File: src/rtl/tmr_voter_scrub_pkg.sv
// tmr_voter_scrub_pkg: copy indices and the 2-of-3 bitwise voter shared by the TMR word.
package tmr_voter_scrub_pkg;
  localparam int COPY_A = 0;
  localparam int COPY_B = 1;
  localparam int COPY_C = 2;
  // Widest word the voter handles; callers zero-extend and truncate around it.
  localparam int MAX_W = 64;
  function automatic logic [MAX_W-1:0] maj3(input logic [MAX_W-1:0] a, input logic [MAX_W-1:0] b,
                                            input logic [MAX_W-1:0] c);
    return (a & b) | (a & c) | (b & c);
  endfunction
endpackage

File: src/rtl/tmr_seu_counter.sv
// tmr_seu_counter: saturating SEU event counter with sticky flag; clr keeps a same-cycle event.
module tmr_seu_counter #(
  parameter int CNT_W = 8
) (
  input  logic             clk,
  input  logic             rst,
  input  logic             i_event,
  input  logic             i_clr,
  output logic [CNT_W-1:0] o_cnt,
  output logic             o_flag
);
  logic [CNT_W-1:0] r_cnt;
  logic             r_flag;
  logic [CNT_W-1:0] w_inc;
  assign w_inc = (&r_cnt) ? r_cnt : r_cnt + 1'b1;
  always_ff @(posedge clk or posedge rst) begin
    if (rst) begin
      r_cnt  <= '0;
      r_flag <= 1'b0;
    end else if (i_clr) begin
      r_cnt  <= CNT_W'(i_event);
      r_flag <= i_event;
    end else if (i_event) begin
      r_cnt  <= w_inc;
      r_flag <= 1'b1;
    end
  end
  assign o_cnt  = r_cnt;
  assign o_flag = r_flag;
endmodule

File: src/rtl/tmr_voter_scrub.sv
// tmr_voter_scrub: triplicated control word with bitwise majority vote, scrubbing and SEU accounting.
module tmr_voter_scrub
  import tmr_voter_scrub_pkg::*;
#(
  parameter int               WIDTH    = 3,
  parameter int               CNT_W    = 8,
  parameter logic [WIDTH-1:0] RST_VAL  = '0,
  parameter bit               SCRUB_EN = 1'b1
) (
  input  logic             clk,
  input  logic             rst,
  input  logic             load,
  input  logic [WIDTH-1:0] din,
  input  logic [2:0]       inj_sel,
  input  logic [WIDTH-1:0] inj_mask,
  input  logic             clr,
  output logic [WIDTH-1:0] q,
  output logic [2:0]       err_copy,
  output logic             seu_flag,
  output logic [CNT_W-1:0] seu_cnt
);
  logic [WIDTH-1:0] r_copy [3];
  logic             r_mism;
  logic [WIDTH-1:0] w_v;
  logic [WIDTH-1:0] w_nxt [3];
  logic             w_mism;
  logic             w_event;
  assign w_v = WIDTH'(maj3(MAX_W'(r_copy[COPY_A]), MAX_W'(r_copy[COPY_B]), MAX_W'(r_copy[COPY_C])));
  // Injection lands after load/scrub selection so it also corrupts a freshly loaded word.
  always_comb begin
    for (int i = 0; i < 3; i++) begin
      w_nxt[i]    = (load ? din : SCRUB_EN ? w_v : r_copy[i]) ^ (inj_sel[i] ? inj_mask : '0);
      err_copy[i] = |(r_copy[i] ^ w_v);
    end
  end
  assign w_mism  = |err_copy;
  assign w_event = w_mism & ~r_mism;
  always_ff @(posedge clk or posedge rst) begin
    if (rst) begin
      for (int i = 0; i < 3; i++) r_copy[i] <= RST_VAL;
      r_mism <= 1'b0;
    end else begin
      for (int i = 0; i < 3; i++) r_copy[i] <= w_nxt[i];
      r_mism <= w_mism;
    end
  end
  tmr_seu_counter #(.CNT_W(CNT_W)) u_cnt (
    .clk    (clk),
    .rst    (rst),
    .i_event(w_event),
    .i_clr  (clr),
    .o_cnt  (seu_cnt),
    .o_flag (seu_flag)
  );
  assign q = w_v;
endmodule

File: config.mk
export PLATFORM = sky130hd
export DESIGN_NAME = tmr_voter_scrub
export DESIGN_NICKNAME = d
export VERILOG_FILES = /design/src/rtl/tmr_voter_scrub_pkg.sv /design/src/rtl/tmr_seu_counter.sv /design/src/rtl/tmr_voter_scrub.sv
export SDC_FILE = /design/constraint.sdc
export NUM_CORES = 1
export LEC_CHECK = 0
export BUFFER_PORTS_ARGS = -buffer_cell sky130_fd_sc_hd__buf_4
export CORE_ASPECT_RATIO = 0.75
export CORE_UTILIZATION = 45
export DETAILED_ROUTE_END_ITERATION = 10
export PLACE_DENSITY = 0.67
export SLEW_MARGIN = 5
export SYNTH_ARGS = -nofsm -noshare
export SYNTH_HDL_FRONTEND = slang
export SYNTH_SLANG_ARGS = --single-unit
File: constraint.sdc
create_clock -name clk -period 4.3 [get_ports clk]
set_input_delay 0.215 -clock clk [delete_from_list [all_inputs] [get_ports clk]]
set_output_delay 0.215 -clock clk [all_outputs]
set_load 0.005 [all_outputs]
# After elaboration in Yosys (flattened, before gate mapping)

Cells that the tools add are included.

Register bits: 19
Bits of input ports: 13
Output and inout port bits: 15
Logic and storage cells: 37

Add/subtract/negate cells: 1
Eq/ne operators: 1
Muxes and demuxes: 9
Bitwise logic cells: 13
Reductions and logical operators: 7

Operator list:

| cell                                        | count |
|---|---|
| two-way mux 8 bit                           | 3 |
| bitwise XOR 3 bit                           | 6 |
| two-way mux 3 bit                           | 4 |
| AND 3 bit                                   | 3 |
| OR reduction 3 bit                          | 3 |
| OR reduction 9 bit                          | 1 |
| adder 8 x 1 -> 8 bit, second input constant | 1 |
| AND reduction 8 bit                         | 1 |
| bitwise OR 3 bit                            | 2 |
| two-way mux 1 bit                           | 2 |
| != test 2 bit, second input constant        | 1 |
| AND reduction 2 bit                         | 1 |
| nonzero test 2 bit                          | 1 |
| AND 1 bit                                   | 1 |
| inverter 1 bit                              | 1 |

# Depth between registers and ports, before layout

Depth in word-level cells: 8
Gate-level depth with buffers: 7
Depth with buffers taken out: 6

# Hierarchy

A second synthesis with hierarchy kept.

Cell total of the unflattened synthesis: 124
Area total of the unflattened synthesis: 1207.4 sq um

By module, submodules not included:

| module          | times used | cells an instance | area an instance (sq um) | seq. area each (sq um) |
|---|---|---|---|---|
| tmr_voter_scrub | 1          | 70                | 656.9                    | 250.2 |
| tmr_seu_counter | 1          | 54                | 550.5                    | 225.2 |

# Least setup slack after synthesis

Ideal clock, no wire load.

Path type: register -> register
Start: register r_copy[6] in the netlist's numbering
End: register u_cnt.r_cnt[3] (netlist: u_cnt.o_cnt[3])
Library setup time: 128 ps
Arrival: 1770 ps
Required time: 4172 ps
Setup slack: 2402 ps
Stages on the path, launching flop included: 7
Buffers on the path: 1
Clock period less this slack: 1898 ps
Cell sequence: dfrtp_1 or3b_1 o2111a_1 and3_4 buf_6 nor4_1 mux2_1

Cells in the longest elaborated chain, start to end: 8
Elaborated cells between the ends (all ways): 11
Those cells by class: bitwise (8); reduce/logical (3)

RTL lines:

| what                                   | line                      | text |
|---|---|---|
| start: declaration                     | tmr_voter_scrub.sv:22     | `logic [WIDTH-1:0] r_copy [3];` |
| AND 3 bit                              | tmr_voter_scrub_pkg.sv:10 | `return (a & b) \| (a & c) \| (b & c);` |
| bitwise OR 3 bit (2 in series)         | tmr_voter_scrub_pkg.sv:10 |  |
| bitwise XOR 3 bit                      | tmr_voter_scrub.sv:33     | `err_copy[i] = \|(r_copy[i] ^ w_v);` |
| OR reduction 9 bit *                   | tmr_voter_scrub.sv:36     | `assign w_mism = \|err_copy;` |
| AND 1 bit *                            | tmr_voter_scrub.sv:37     | `assign w_event = w_mism & ~r_mism;` |
| nonzero test 2 bit (no source line) *  | --                        |  |
| AND reduction 2 bit (no source line) * | --                        |  |
| end signal: assignment                 | tmr_seu_counter.sv:21     | `r_cnt <= CNT_W'(i_event);` |
| end signal: assignment                 | tmr_seu_counter.sv:24     | `r_cnt <= w_inc;` |
| end: declaration                       | tmr_seu_counter.sv:12     | `logic [CNT_W-1:0] r_cnt;` |

Every way passes the cells marked *; elsewhere a longest branch is shown, timed or not.
A chain may end at the register's enable or synchronous reset.

# Worst setup path after layout

Start: register r_copy[6] in the netlist's numbering
End: register u_cnt.r_cnt[4] (netlist: u_cnt.o_cnt[4])

Same word-level chain as after synthesis.

==> results.md <==
* Switching power at 0.000223 W
* Top Family by Delay on Critical Path: simple AND/OR/NAND/NOR gates
* PD cells at 436 nW/µm²
* Final period utilization at 0.466
* Sequential share of the synthesized area at 0.417
* CP max-delay cell: dfrtp_1
* Met2 usage at 0.268
* Routing usage on met3 at 0.0511
* Worst-case clock skew at 0.00507 ns
* Hold Buf Count CTS at 0
* Total gr overflow at 0
* Final setup fails at 0
* Die Area at 2740 µm²
* Routability congestion estimate at 0.838
* # rows at 15
* Leak at 0.631 nW
* Final core occ at 0.595
* FILL cells at 219
* Critical path type: register to register
* Synth Cell Area at 1140 µm²
* Clock slew seen by the registers of the worst setup and hold paths at 0.10 ns
* Yosys reg bits at 19
* Synth unique cells at 38
* Tightest Hold Check Type: primary input to asynchronous set/reset pin
* Vias in the first global route at 872
* Clock Sink Count at 19
* Commonest non-fill, non-tap cell in the layout: buf_4
* Synthesized instance count at 124
* Cell internal pwr at 0.000385 W
* Iter 0 DRT Violations at 41
* Worst-Skew Late Latency at 0.30 ns
* Initial antenna violation count at 0
* Via count at 970
* Switching Share at 0.367
* Final wirelength at 2.38 mm
* Relative slew slack at 0.528
* Grt peak-use layer: met1
* Gr usage total at 0.199
* Max Slew Vio Count at 0
* Core Region at 2350 µm²
* Biggest area consumer among synthesized cells: dfrtp_1
* Resize count post-CTS at 0
* Fin. Hold Viols at 0
* Async SR Flop Fraction at 1.00
* Chip width at 60.1 µm
* Maxcap violations at 0
* Status: complete, no violations
* Cell Count, Final, Fillers Out at 186
* Maximum vdd ir drop at 316 µV
* I/O pin total at 28
* Root cell of the clock tree: clkbuf_4
* WP data required at 4.48 ns
* Worst-Margin Slew at 0.707 ns
* Number of synthesized flops with an enable pin at 0
* Syn_nets at 138
* Crit path launch type: register
* CP max FO at 7
* Post-Route Setup TNS at 0 ns
* Largest net degree at the start of global routing at 20
* TritonCTS Buffers at 3
* Power, Total at 0.000608 W
* Met1 Use GR at 0.321
* Largest stage delay on the critical path at 0.46 ns
* CP endpoint kind: register
* Port Buf Inserts at 27
* Die Y at 45.6 µm
* Main flop type after synthesis: dfrtp_1
* Final ANT Viol Nets at 0
* DPL Wire Length at 1.89 mm
* Avg WL per Cell at 12.8 µm
* Min Clock Period, post-route at 2.00 ns
* Initial Utilization at 0.486
* Worst Path Arrival at 2.19 ns
* Highest Clock Rate at 499 MHz
* Most frequent cells in the layout: buf_4, dfrtp_1, nand2_1, nor2_1, xor2_1
* Comb power frac at 0.415
* CTS tree: done
* Synthesized area per cell at 9.20 µm²
* Post CTS Setup Buffer Count at 0
* NumNets Final at 167
* Yosys Warn Count at 0
* Placed cell count at 182
* H-tree depth at 1
* RSZ-0062 raised after global routing: false
* CTS max path bufs at 2
* Layout cells sized above 1 at 0.243
* Clock network power share at 0.145
* Drt pass-1 iters at 4
* Sequential share of power at 0.440
* Ranking of synthesized cells by area: dfrtp_1, xor2_1, nand2_1, nor2_1, nor2b_1
* CP Buf/Inv Count at 0
* DRC Markers at 0
* Ant diodes at 0
* First-pass GRT wire length at 4.04 mm
* Via/cell ratio at 5.22
* CP Cell Sequence: or3b_1 > o2111a_1 > and3_4 > nor4_1 > mux2_1
* Layout area overhead at 22.3%
* Post-synth top area share at 0.417
## final timing paths
kind,start,endpoint,slack (ns),cells past startpoint
min in group clk,inj_sel[0],r_copy[8],0.18,3
hold reg to reg,u_cnt.o_flag,u_cnt.o_flag,0.55,2
hold / removal,rst,u_cnt.o_cnt[2],0.02,2
max in group asynchronous,rst,u_cnt.o_cnt[4],3.83,2
setup / recovery,r_copy[6],u_cnt.o_cnt[4],2.30,5
setup reg to reg,r_copy[6],u_cnt.o_cnt[4],2.30,5
## per-layer routing
| metal | up-vias | share of wire |
|---|---|---|
| li1 | 489 | - |
| met4 | 0 | 0.0042 |
| met3 | 2 | 0.058 |
| met1 | 449 | 0.52 |
| met5 | - | 0 |
| met2 | 30 | 0.41 |
## final cells by class
class	count	area (µm²)	area share
repair buffers	27	203	0.145
inverters	3	11.3	0.00807
clock inverters	1	5.00	0.00359
well taps	34	42.5	0.0305
flip-flops and latches	19	475	0.341
multi-input cells	99	636	0.456
clock buffers	3	22.5	0.0161
## flip-flops by register name (all words and copies together), names as in the netlist
register,count
r_mism,1
r_copy,9
u_cnt.o_flag,1
u_cnt.o_cnt,8
## cell usage after synthesis, types with 2 or more instances
library cell	instances
nor2b_1	8
and3_1	2
inv_1	2
dfrtp_1	19
mux2i_1	2
nor2_1	14
nand3_1	3
xor2_1	9
nand2b_1	4
o21ai_0	3
nand3b_1	3
xnor2_1	3
a21oi_1	6
mux2_2	2
nor3_1	4
nor4_1	3
mux2_1	2
nand2_1	15
## worst register-to-register path, cell delays in order (launching register included)
cell and delay (ns):
dfrtp_1 0.46, or3b_1 0.39, o2111a_1 0.14, and3_4 0.18, nor4_1 0.36, mux2_1 0.36
## power groups by stage
| stage | logic, W | registers, W | clock network (W) |
|---|---|---|---|
| after CTS | 0.000254 | 0.000267 | 0.0000945 |
| after global routing | 0.000285 | 0.000276 | 0.000101 |
| after floorplan | 0.000163 | 0.000255 | 0 |
| final | 0.000252 | 0.000268 | 0.0000881 |
| after global placement | 0.000248 | 0.000268 | 0 |
| after detailed placement | 0.000253 | 0.000272 | 0 |
## stage by stage
step	hold WS (ns)	worst slack, ns	area, µm²
floorplan	0.166	2.40	1140
global placement	0.377	2.28	1370
detailed placement	0.385	2.31	1370
CTS	0.0499	2.30	1400
global route	0.0717	2.19	1400
finish	0.0233	2.30	1400
## logic make-up (layout without fill, tap and decap cells)
| family | after synthesis | count (layout) | synth area share |
|---|---|---|---|
| buffers and inverters | 6 | 34 | 0.0263 |
| AND/OR/NAND/NOR | 64 | 64 | 0.305 |
| AO/OA/AOI/OAI | 16 | 16 | 0.0921 |
| multiplexers | 6 | 6 | 0.0570 |
| flip-flops | 19 | 19 | 0.417 |
| adder cells (fa/ha/maj) | 1 | 1 | 0.0110 |
| XOR/XNOR | 12 | 12 | 0.0921 |
No activity file was read; power rests on OpenSTA's default activity.
